`config.mk`:
```
export PLATFORM = sky130hd
export DESIGN_NAME = mario_motion_controller
export DESIGN_NICKNAME = d
export VERILOG_FILES = /design/src/rtl/mario_motion_controller.sv
export SDC_FILE = /design/constraint.sdc
export NUM_CORES = 1
export LEC_CHECK = 0
export ABC_AREA = 1
export BUFFER_PORTS_ARGS = -buffer_cell sky130_fd_sc_hd__buf_2
export CORE_AREA = 2 2 167 169
export CTS_CLUSTER_DIAMETER = 40
export CTS_CLUSTER_SIZE = 12
export DETAILED_ROUTE_END_ITERATION = 8
export DIE_AREA = 0 0 169 171
export PLACE_DENSITY = 0.72
export SLEW_MARGIN = 20
export SYNTH_ARGS = -nofsm -noshare
export SYNTH_HDL_FRONTEND = slang
export SYNTH_SLANG_ARGS = --single-unit
```
`constraint.sdc`:
```
create_clock -name i_vga_clock -period 6.3 [get_ports i_vga_clock]
set_input_delay 0.315 -clock i_vga_clock [delete_from_list [all_inputs] [get_ports i_vga_clock]]
set_output_delay 0.315 -clock i_vga_clock [all_outputs]
set_load 0.02 [all_outputs]
```
`src/rtl/mario_motion_controller.sv`:
```
// mario_motion_controller: per-frame walk/jump kinematics with debounced jump and screen/floor clamping
module mario_motion_controller #(
    parameter int CHARACTER_WIDTH = 42,
    parameter int SCREEN_WIDTH    = 640,
    parameter int FLOOR_Y         = 398,
    parameter int START_X         = 40,
    parameter int WALK_SPEED      = 2,
    parameter int JUMP_VELOCITY   = 12,
    parameter int GRAVITY         = 1,
    parameter int MAX_FALL        = 12,
    parameter int DEBOUNCE_CYCLES = 250000
) (
    input  logic        i_vga_clock,
    input  logic        i_reset,
    input  logic        i_left_switch,
    input  logic        i_right_switch,
    input  logic        i_jump_button,
    input  logic        i_vsync,
    input  logic        i_enable,
    output logic [31:0] o_mario_x,
    output logic [31:0] o_mario_y,
    output logic        o_airborne,
    output logic        o_facing_left
);
    localparam int CW = $clog2(DEBOUNCE_CYCLES + 1);
    localparam int X_MAX = SCREEN_WIDTH - CHARACTER_WIDTH;

    typedef enum logic [1:0] {GROUND, RISING, FALLING} state_t;

    state_t             r_state, w_state_nxt;
    logic signed [31:0] r_x, r_y, r_vel;
    logic signed [31:0] w_x_nxt, w_y_nxt, w_vel_nxt, w_ny;
    logic               r_face, w_face_nxt;
    logic               r_jb_s1, r_jb_s2, r_jb_db, r_db_prev;
    logic [CW-1:0]      r_db_cnt;
    logic               r_vsync_q, r_jump_req;
    logic               w_tick, w_press, w_move;

    assign w_tick  = r_vsync_q & ~i_vsync;
    assign w_press = r_db_prev & ~r_jb_db;
    assign w_move  = w_tick & i_enable;
    assign w_ny    = r_y + r_vel;

    // Synchronize and debounce the active-low jump button; the level flips only after a full stable window
    always_ff @(posedge i_vga_clock) begin
        if (!i_reset) begin
            r_jb_s1   <= 1'b1;
            r_jb_s2   <= 1'b1;
            r_jb_db   <= 1'b1;
            r_db_prev <= 1'b1;
            r_db_cnt  <= '0;
        end else begin
            r_jb_s1   <= i_jump_button;
            r_jb_s2   <= r_jb_s1;
            r_db_prev <= r_jb_db;
            if (r_jb_s2 == r_jb_db) begin
                r_db_cnt <= '0;
            end else if (r_db_cnt == CW'(DEBOUNCE_CYCLES - 1)) begin
                r_jb_db  <= r_jb_s2;
                r_db_cnt <= '0;
            end else begin
                r_db_cnt <= r_db_cnt + 1'b1;
            end
        end
    end

    // Frame tick edge detect and jump request latch; a tick consumes the old request and keeps only a coincident press
    always_ff @(posedge i_vga_clock) begin
        if (!i_reset) begin
            r_vsync_q  <= 1'b0;
            r_jump_req <= 1'b0;
        end else begin
            r_vsync_q  <= i_vsync;
            r_jump_req <= !i_enable ? 1'b0 : w_tick ? w_press : (r_jump_req | w_press);
        end
    end

    // Motion state register
    always_ff @(posedge i_vga_clock) begin
        if (!i_reset) begin
            r_state <= GROUND;
            r_x     <= START_X;
            r_y     <= FLOOR_Y;
            r_vel   <= '0;
            r_face  <= 1'b0;
        end else begin
            r_state <= w_state_nxt;
            r_x     <= w_x_nxt;
            r_y     <= w_y_nxt;
            r_vel   <= w_vel_nxt;
            r_face  <= w_face_nxt;
        end
    end

    // Per-tick horizontal walk and vertical ground/rising/falling transitions; comparisons precede subtractions
    always_comb begin
        w_state_nxt = r_state;
        w_x_nxt     = r_x;
        w_y_nxt     = r_y;
        w_vel_nxt   = r_vel;
        w_face_nxt  = r_face;
        if (w_move) begin
            if (i_left_switch && !i_right_switch) begin
                w_x_nxt    = (r_x < WALK_SPEED) ? '0 : r_x - WALK_SPEED;
                w_face_nxt = 1'b1;
            end else if (i_right_switch && !i_left_switch) begin
                w_x_nxt    = (r_x > X_MAX - WALK_SPEED) ? X_MAX : r_x + WALK_SPEED;
                w_face_nxt = 1'b0;
            end
            case (r_state)
                GROUND: begin
                    w_y_nxt = FLOOR_Y;
                    if (r_jump_req) begin
                        w_vel_nxt   = JUMP_VELOCITY;
                        w_state_nxt = RISING;
                    end
                end
                RISING: begin
                    if (r_y < r_vel) begin
                        w_y_nxt     = '0;
                        w_vel_nxt   = '0;
                        w_state_nxt = FALLING;
                    end else begin
                        w_y_nxt     = r_y - r_vel;
                        w_vel_nxt   = (r_vel <= GRAVITY) ? '0 : r_vel - GRAVITY;
                        w_state_nxt = (r_vel <= GRAVITY) ? FALLING : RISING;
                    end
                end
                FALLING: begin
                    if (w_ny >= FLOOR_Y) begin
                        w_y_nxt     = FLOOR_Y;
                        w_vel_nxt   = '0;
                        w_state_nxt = GROUND;
                    end else begin
                        w_y_nxt   = w_ny;
                        w_vel_nxt = (r_vel + GRAVITY > MAX_FALL) ? MAX_FALL : r_vel + GRAVITY;
                    end
                end
                default: w_state_nxt = GROUND;
            endcase
        end
    end

    assign o_mario_x     = r_x;
    assign o_mario_y     = r_y;
    assign o_airborne    = (r_state != GROUND);
    assign o_facing_left = r_face;
endmodule

```
== Word level (Yosys, flattened, before mapping) ==
Cells that the tools add are included.

* Bits in registers: 123
* Latch bits: 0
* RAM bits: 0
* ROM bits: 0
* Input bits: 7
* Output and inout port bits: 66
* Word-level logic and storage cells: 75
* Memories kept: 0

* $add $sub $neg: 7
* Multiply operators: 0
* Divide/modulo/power cells: 0
* Magnitude comparators: 6
* Equality and inequality tests: 6
* Shift-type cells: 0
* Muxes and demuxes: 21
* Bitwise gates (word level): 8
* Reduce and logical (&&, ||, !) cells: 15

{| class="wikitable"
|+ Operator list
! operator !! number
|-
| 32-bit 2-to-1 mux || 11
|-
| 32-bit case mux with 3 select lines || 2
|-
| 32-bit by 2-bit adder with 32-bit output (second input constant) || 1
|-
| 32-bit by 3-bit adder with 32-bit output (second input constant) || 1
|-
| 32-bit adder || 1
|-
| 32-bit by 10-bit >= comparator with 1-bit output (second input constant) || 1
|-
| 32-bit by 11-bit greater-than comparator with 1-bit output (second input constant) || 1
|-
| 32-bit by 5-bit greater-than comparator with 1-bit output (second input constant) || 1
|-
| 32-bit by 2-bit <= comparator with 1-bit output (second input constant) || 1
|-
| 32-bit by 3-bit < comparator with 1-bit output (second input constant) || 1
|-
| 32-bit < comparator || 1
|-
| 32-bit by 1-bit subtractor with 32-bit output (second input constant) || 1
|-
| 32-bit by 2-bit subtractor with 32-bit output (second input constant) || 1
|-
| 32-bit subtractor || 1
|-
| 18-bit by 1-bit adder with 18-bit output (second input constant) || 1
|-
| 18-bit equality test (second input constant) || 1
|-
| 2-bit 2-to-1 mux || 4
|-
| 2-bit AND reduction || 4
|-
| 2-bit case mux with 3 select lines || 1
|-
| 3-bit AND reduction || 2
|-
| 2-bit != test (second input constant) || 2
|-
| 1-bit NOT || 4
|-
| 2-bit nonzero test || 2
|-
| 1-bit AND || 3
|-
| other kinds (10) || 14
|}

== Longest topological paths before layout ==
* Word-level depth: 5
* Depth in mapped cells: 26
* Depth with buffers taken out: 24

== Worst setup path after synthesis ==
No wires, ideal clock.

* Path kind: register to register
* Start: register r_vel[22]
* End: register r_y[3], in the netlist o_mario_y[3]
* Library setup time: 0.126 ns
* Data arrival time: 2.627 ns
* Data required time: 6.174 ns
* Slack: 3.547 ns
* Stages on the path, launching flop included: 22
* Buffers on the path: 3
* Period minus slack after synthesis: 2.753 ns
* Path through: dfxtp_1 clkbuf_1 inv_1 ha_1 buf_2 nor2_1 inv_1 nor2_1 nand2_1 nor3_1 nand2_1 nand3_1 nand2_1 nor2_1 nand2_1 nor2_1 nand3_1 nand2_4 buf_4 a21oi_1 o21bai_1 nand2_1

* Longest elaborated chain between the ends: 4
* Elaborated cells between the ends (all ways): 6
* Those cells by class: add/sub (1); order compare (2); mux (3)

{| class="wikitable"
|+ RTL lines
! item !! line !! source
|-
| start, declared || 31 || <nowiki>logic signed [31:0] r_x, r_y, r_vel;</nowiki>
|-
| start signal, assigned || 90 || <nowiki>r_vel <= w_vel_nxt;</nowiki>
|-
| 32-bit adder || 42 || <nowiki>assign w_ny = r_y + r_vel;</nowiki>
|-
| 32-bit by 10-bit >= comparator with 1-bit output || 130 || <nowiki>if (w_ny >= FLOOR_Y) begin</nowiki>
|-
| 32-bit 2-to-1 mux || 130 ||
|-
| 32-bit case mux with 3 select lines * || 110 || <nowiki>case (r_state)</nowiki>
|-
| end signal, assigned || 89 || <nowiki>r_y <= w_y_nxt;</nowiki>
|-
| end, declared || 31 ||
|}

Every way passes the cells marked *; elsewhere a longest branch is shown, timed or not.
A chain may end at the register's enable or synchronous reset.

== Worst setup path in the final report ==
* Start: register r_vel[5]
* End: register r_state[0]

* Longest elaborated chain between the ends: 4
* Elaborated cells between the ends (all ways): 9
* Those cells by class: add/sub (1); order compare (3); eq/ne (1); mux (3); reduce/logical (1)

{| class="wikitable"
|+ RTL lines
! item !! line !! source
|-
| 32-bit adder or 32-bit by 2-bit <= comparator with 1-bit output (tied branches) || 42, 126 ||
|-
| 32-bit by 10-bit >= comparator with 1-bit output or 2-bit 2-to-1 mux (tied branches) || 130, 126 ||
|-
| 2-bit != test (no source line) or 2-bit 2-to-1 mux (tied branches) || - ||
|-
| 3-bit AND reduction (no source line) or 2-bit case mux with 3 select lines (tied branches) || - ||
|-
| end signal, assigned || 87 || <nowiki>r_state <= w_state_nxt;</nowiki>
|-
| end, declared || 30 || <nowiki>state_t r_state, w_state_nxt;</nowiki>
|}

Several ways; a longest one is shown, not always the timed one.

==> metrics <==
min-delay worst type in2reg; Syn Nets 2484; post-synth cell types 55; layout cells sized above 1 7.02%; post-layout minimum cycle time 4180 ps; GRT Total Usage 31.6%; Worst Setup Path Type reg2reg; Fmax achieved 0.239 GHz; Synth top area share 19.4%; Setup Buffers After CTS 0; H-tree depth 4; Slew Limit Fails 0; Slew @ Worst Pin 1120 ps; hold buffers post-CTS 0; DP Cell Count 2722; Mapped Cells 2400; cell area power density 133 nW/um^2; Seq/Total Area, Yosys 18.0%; Post-CTS Resized 0; Initial Util 49.7%; worst skew pair latency 430 ps; RSZ-0062 raised after global routing no; Die X 169 microns; peak supply drop 0.183 mV; sw frac 26.0%; Clock Power Share 53.9%; overall die height 171 microns; via count 15700; io pins 73; pre-CTS setup slack 2170 ps; HPWL reported at the end of detailed placement 35.3 mm; vias per cell 5.71; synth top area cells nand2_1, dfxtp_1, inv_1; # rows 61; PnR worst setup slack 2120 ps; vias in the first global route 14300; P_leak 7.51 nW; Final period util 66.4%; DRT Pass-1 Iters 6; P_sw 503 uW; root buffer cell clkbuf_16; CTS Buffer Depth 2; required time worst endpoint 6620 ps; status completed; Antenna Nets Post-Route 0; worst-path cell chain inv_1 > ha_1 > inv_1 > nand2_1 > nand2_1 > inv_1 > nand3_1 > nand2_1 > nand2_1 > nand2_1 > nand2_1 > nor2_1 > nand2_1 > nor2_1 > nand2_1 > inv_1 > nand3_1 > nand2_4 > nand2_1 > nand2_1 > nand2_1 > nand2_1 > nor2_1; setup TNS 0 ps; Max Cap Viol 0; wire length per cell 16.7 microns; initial antenna violation count 0; Crit-path slowest cell nand2_4; FF+latch count, synth 122; PortBufs 71; clock-pin slew on the worst setup and hold paths 60 ps; final std cells w/o fill 2754; Final nets 2479; first-pass GRT wire length 73.5 mm; DIE AREA 28900 sq um; Diodes inserted 0; power share of the combinational group 5.4%; relative slew slack 25.1%; WP data arrival 4500 ps; Int Pwr 1.43 mW; yosys warns 0; area grow syn2layout 7.18%; dominant cell type by area after synthesis nand2_1; count of final setup violators 0; Clock Skew 8.71 ps; total CTS buffers 17; DRC marker count from the first detailed-route iteration 2017; DRC errors left 0; Worst path max stage delay 570 ps; worst-path maximum fanout 62; syn avg cell area 5.66 sq um; Crit path max-delay family simple AND/OR/NAND/NOR gates; sum of buffers and inverters on the critical path 4; grt ovf 0; hold slack 66.2 ps; largest net degree at the start of global routing 79; final core area utilization 53.3%; Flop pwr share 40.7%; Critical Path Most Common Cell nand2_1; Syn Std Cell Area 13600 sq um; drt total wl 45.9 mm; CTS tree yes; clk sinks 122; CP Capture Type flop; Core ar. 27300 sq um; placer congestion estimate 1.04; CP startpoint kind flop; Hold Fails Final Rpt 0
[final timing paths]
path,cells after the start,from,to,slack (ps)
setup / recovery,23,r_vel[5]$_SDFFE_PN0P_,r_state[0]$_SDFFE_PN0P_,2120
hold / removal,2,i_jump_button,r_jb_s1$_SDFF_PN1_,70
setup reg to reg,23,r_vel[5]$_SDFFE_PN0P_,r_state[0]$_SDFFE_PN0P_,2120
hold reg to reg,1,r_jb_s1$_SDFF_PN1_,r_jb_s2$_SDFF_PN1_,430
[through the flow]
step / total power, mW / cell area (sq um)
6_report: 1.94 / 14600
3_5_place_dp: 0.908 / 13900
4_1_cts: 1.95 / 14600
3_3_place_gp: 0.906 / 13900
2_1_floorplan: 0.876 / 13600
5_1_grt: 2.00 / 14600
[flip-flops by register name, summed over array words and instances (netlist names)]
register	cells
o_mario_y	32
r_vel	32
o_mario_x	31
r_db_cnt	18
r_state	2
o_facing_left	1
r_db_prev	1
r_jb_db	1
r_jb_s1	1
r_jb_s2	1
r_jump_req	1
r_vsync_q	1
[routing by layer]
layer	vias up	global-route usage, %	routed length (microns)
met2	764	51.3	20600
met4	0	12.8	1730
met3	111	3.77	4030
met5	-	0	0
met1	7176	42.8	19600
li1	7669	-	-
[synthesized netlist by cell type, drive strengths merged]
cell     count
and3         3
nor2       269
o211ai      20
xor2        83
a21o         6
xnor2        8
o221ai       5
dfxtp      122
a211oi       1
ha          75
nand3      200
a41oi        1
or2         11
a2111oi      1
o21a         2
clkbuf      42
nand4       46
fa           2
nand2      704
o21bai      12
a21boi      14
and2         5
a31oi        8
nor3b        4
o22ai        8
a221oi       3
inv        334
o21ai       94
o31ai        2
buf         58
nor4        11
o211a        1
clkinv       7
a22oi        2
conb         1
nor3        60
a21oi      175
[area by class of cell]
class                      count  area [sq um]
fill                        2868         12800
multi-input combinational   1837          9410
timing repair buffer          76           393
sequential                   122          2440
inverter                     341          1280
tap                          346           433
clock buffer                  17           425
clock inverter                15           188
[cells by family after synthesis]
kind of cell | count (synthesis) | synth area share (%)
simple gates | 1313 | 40.9
buf+inv | 441 | 13.0
compound gates | 355 | 15.0
flops | 122 | 18.0
xor+xnor | 91 | 5.86
fa+ha+maj | 77 | 7.20
other cells | 1 | 0.0276
[layout by cell type (no fill, tap or decap), drive strengths merged, types with 4 or more instances in the layout]
cell type | Yosys | routed
o211ai | 20 | 20
buf | 58 | 76
and2 | 5 | 5
nand3 | 200 | 200
xnor2 | 8 | 8
o21ai | 94 | 94
nand4 | 46 | 46
dfxtp | 122 | 122
nor3b | 4 | 4
or2 | 11 | 11
a21o | 6 | 6
a21boi | 14 | 14
a31oi | 8 | 8
xor2 | 83 | 83
clkbuf | 42 | 17
a21oi | 175 | 175
nor2 | 269 | 269
inv | 334 | 341
clkinv | 7 | 9
nor3 | 60 | 60
nor4 | 11 | 11
o22ai | 8 | 8
o21bai | 12 | 12
o221ai | 5 | 5
nand2 | 704 | 704
ha | 75 | 75
[power groups by stage]
stage	Sequential, mW	Combinational, mW	Clock [mW]
global route	0.788	0.115	1.09
finish	0.787	0.106	1.04
detailed placement	0.804	0.104	0
CTS	0.787	0.105	1.06
floorplan	0.806	0.0694	0
global placement	0.804	0.102	0
No activity file was read; power rests on OpenSTA's default activity.
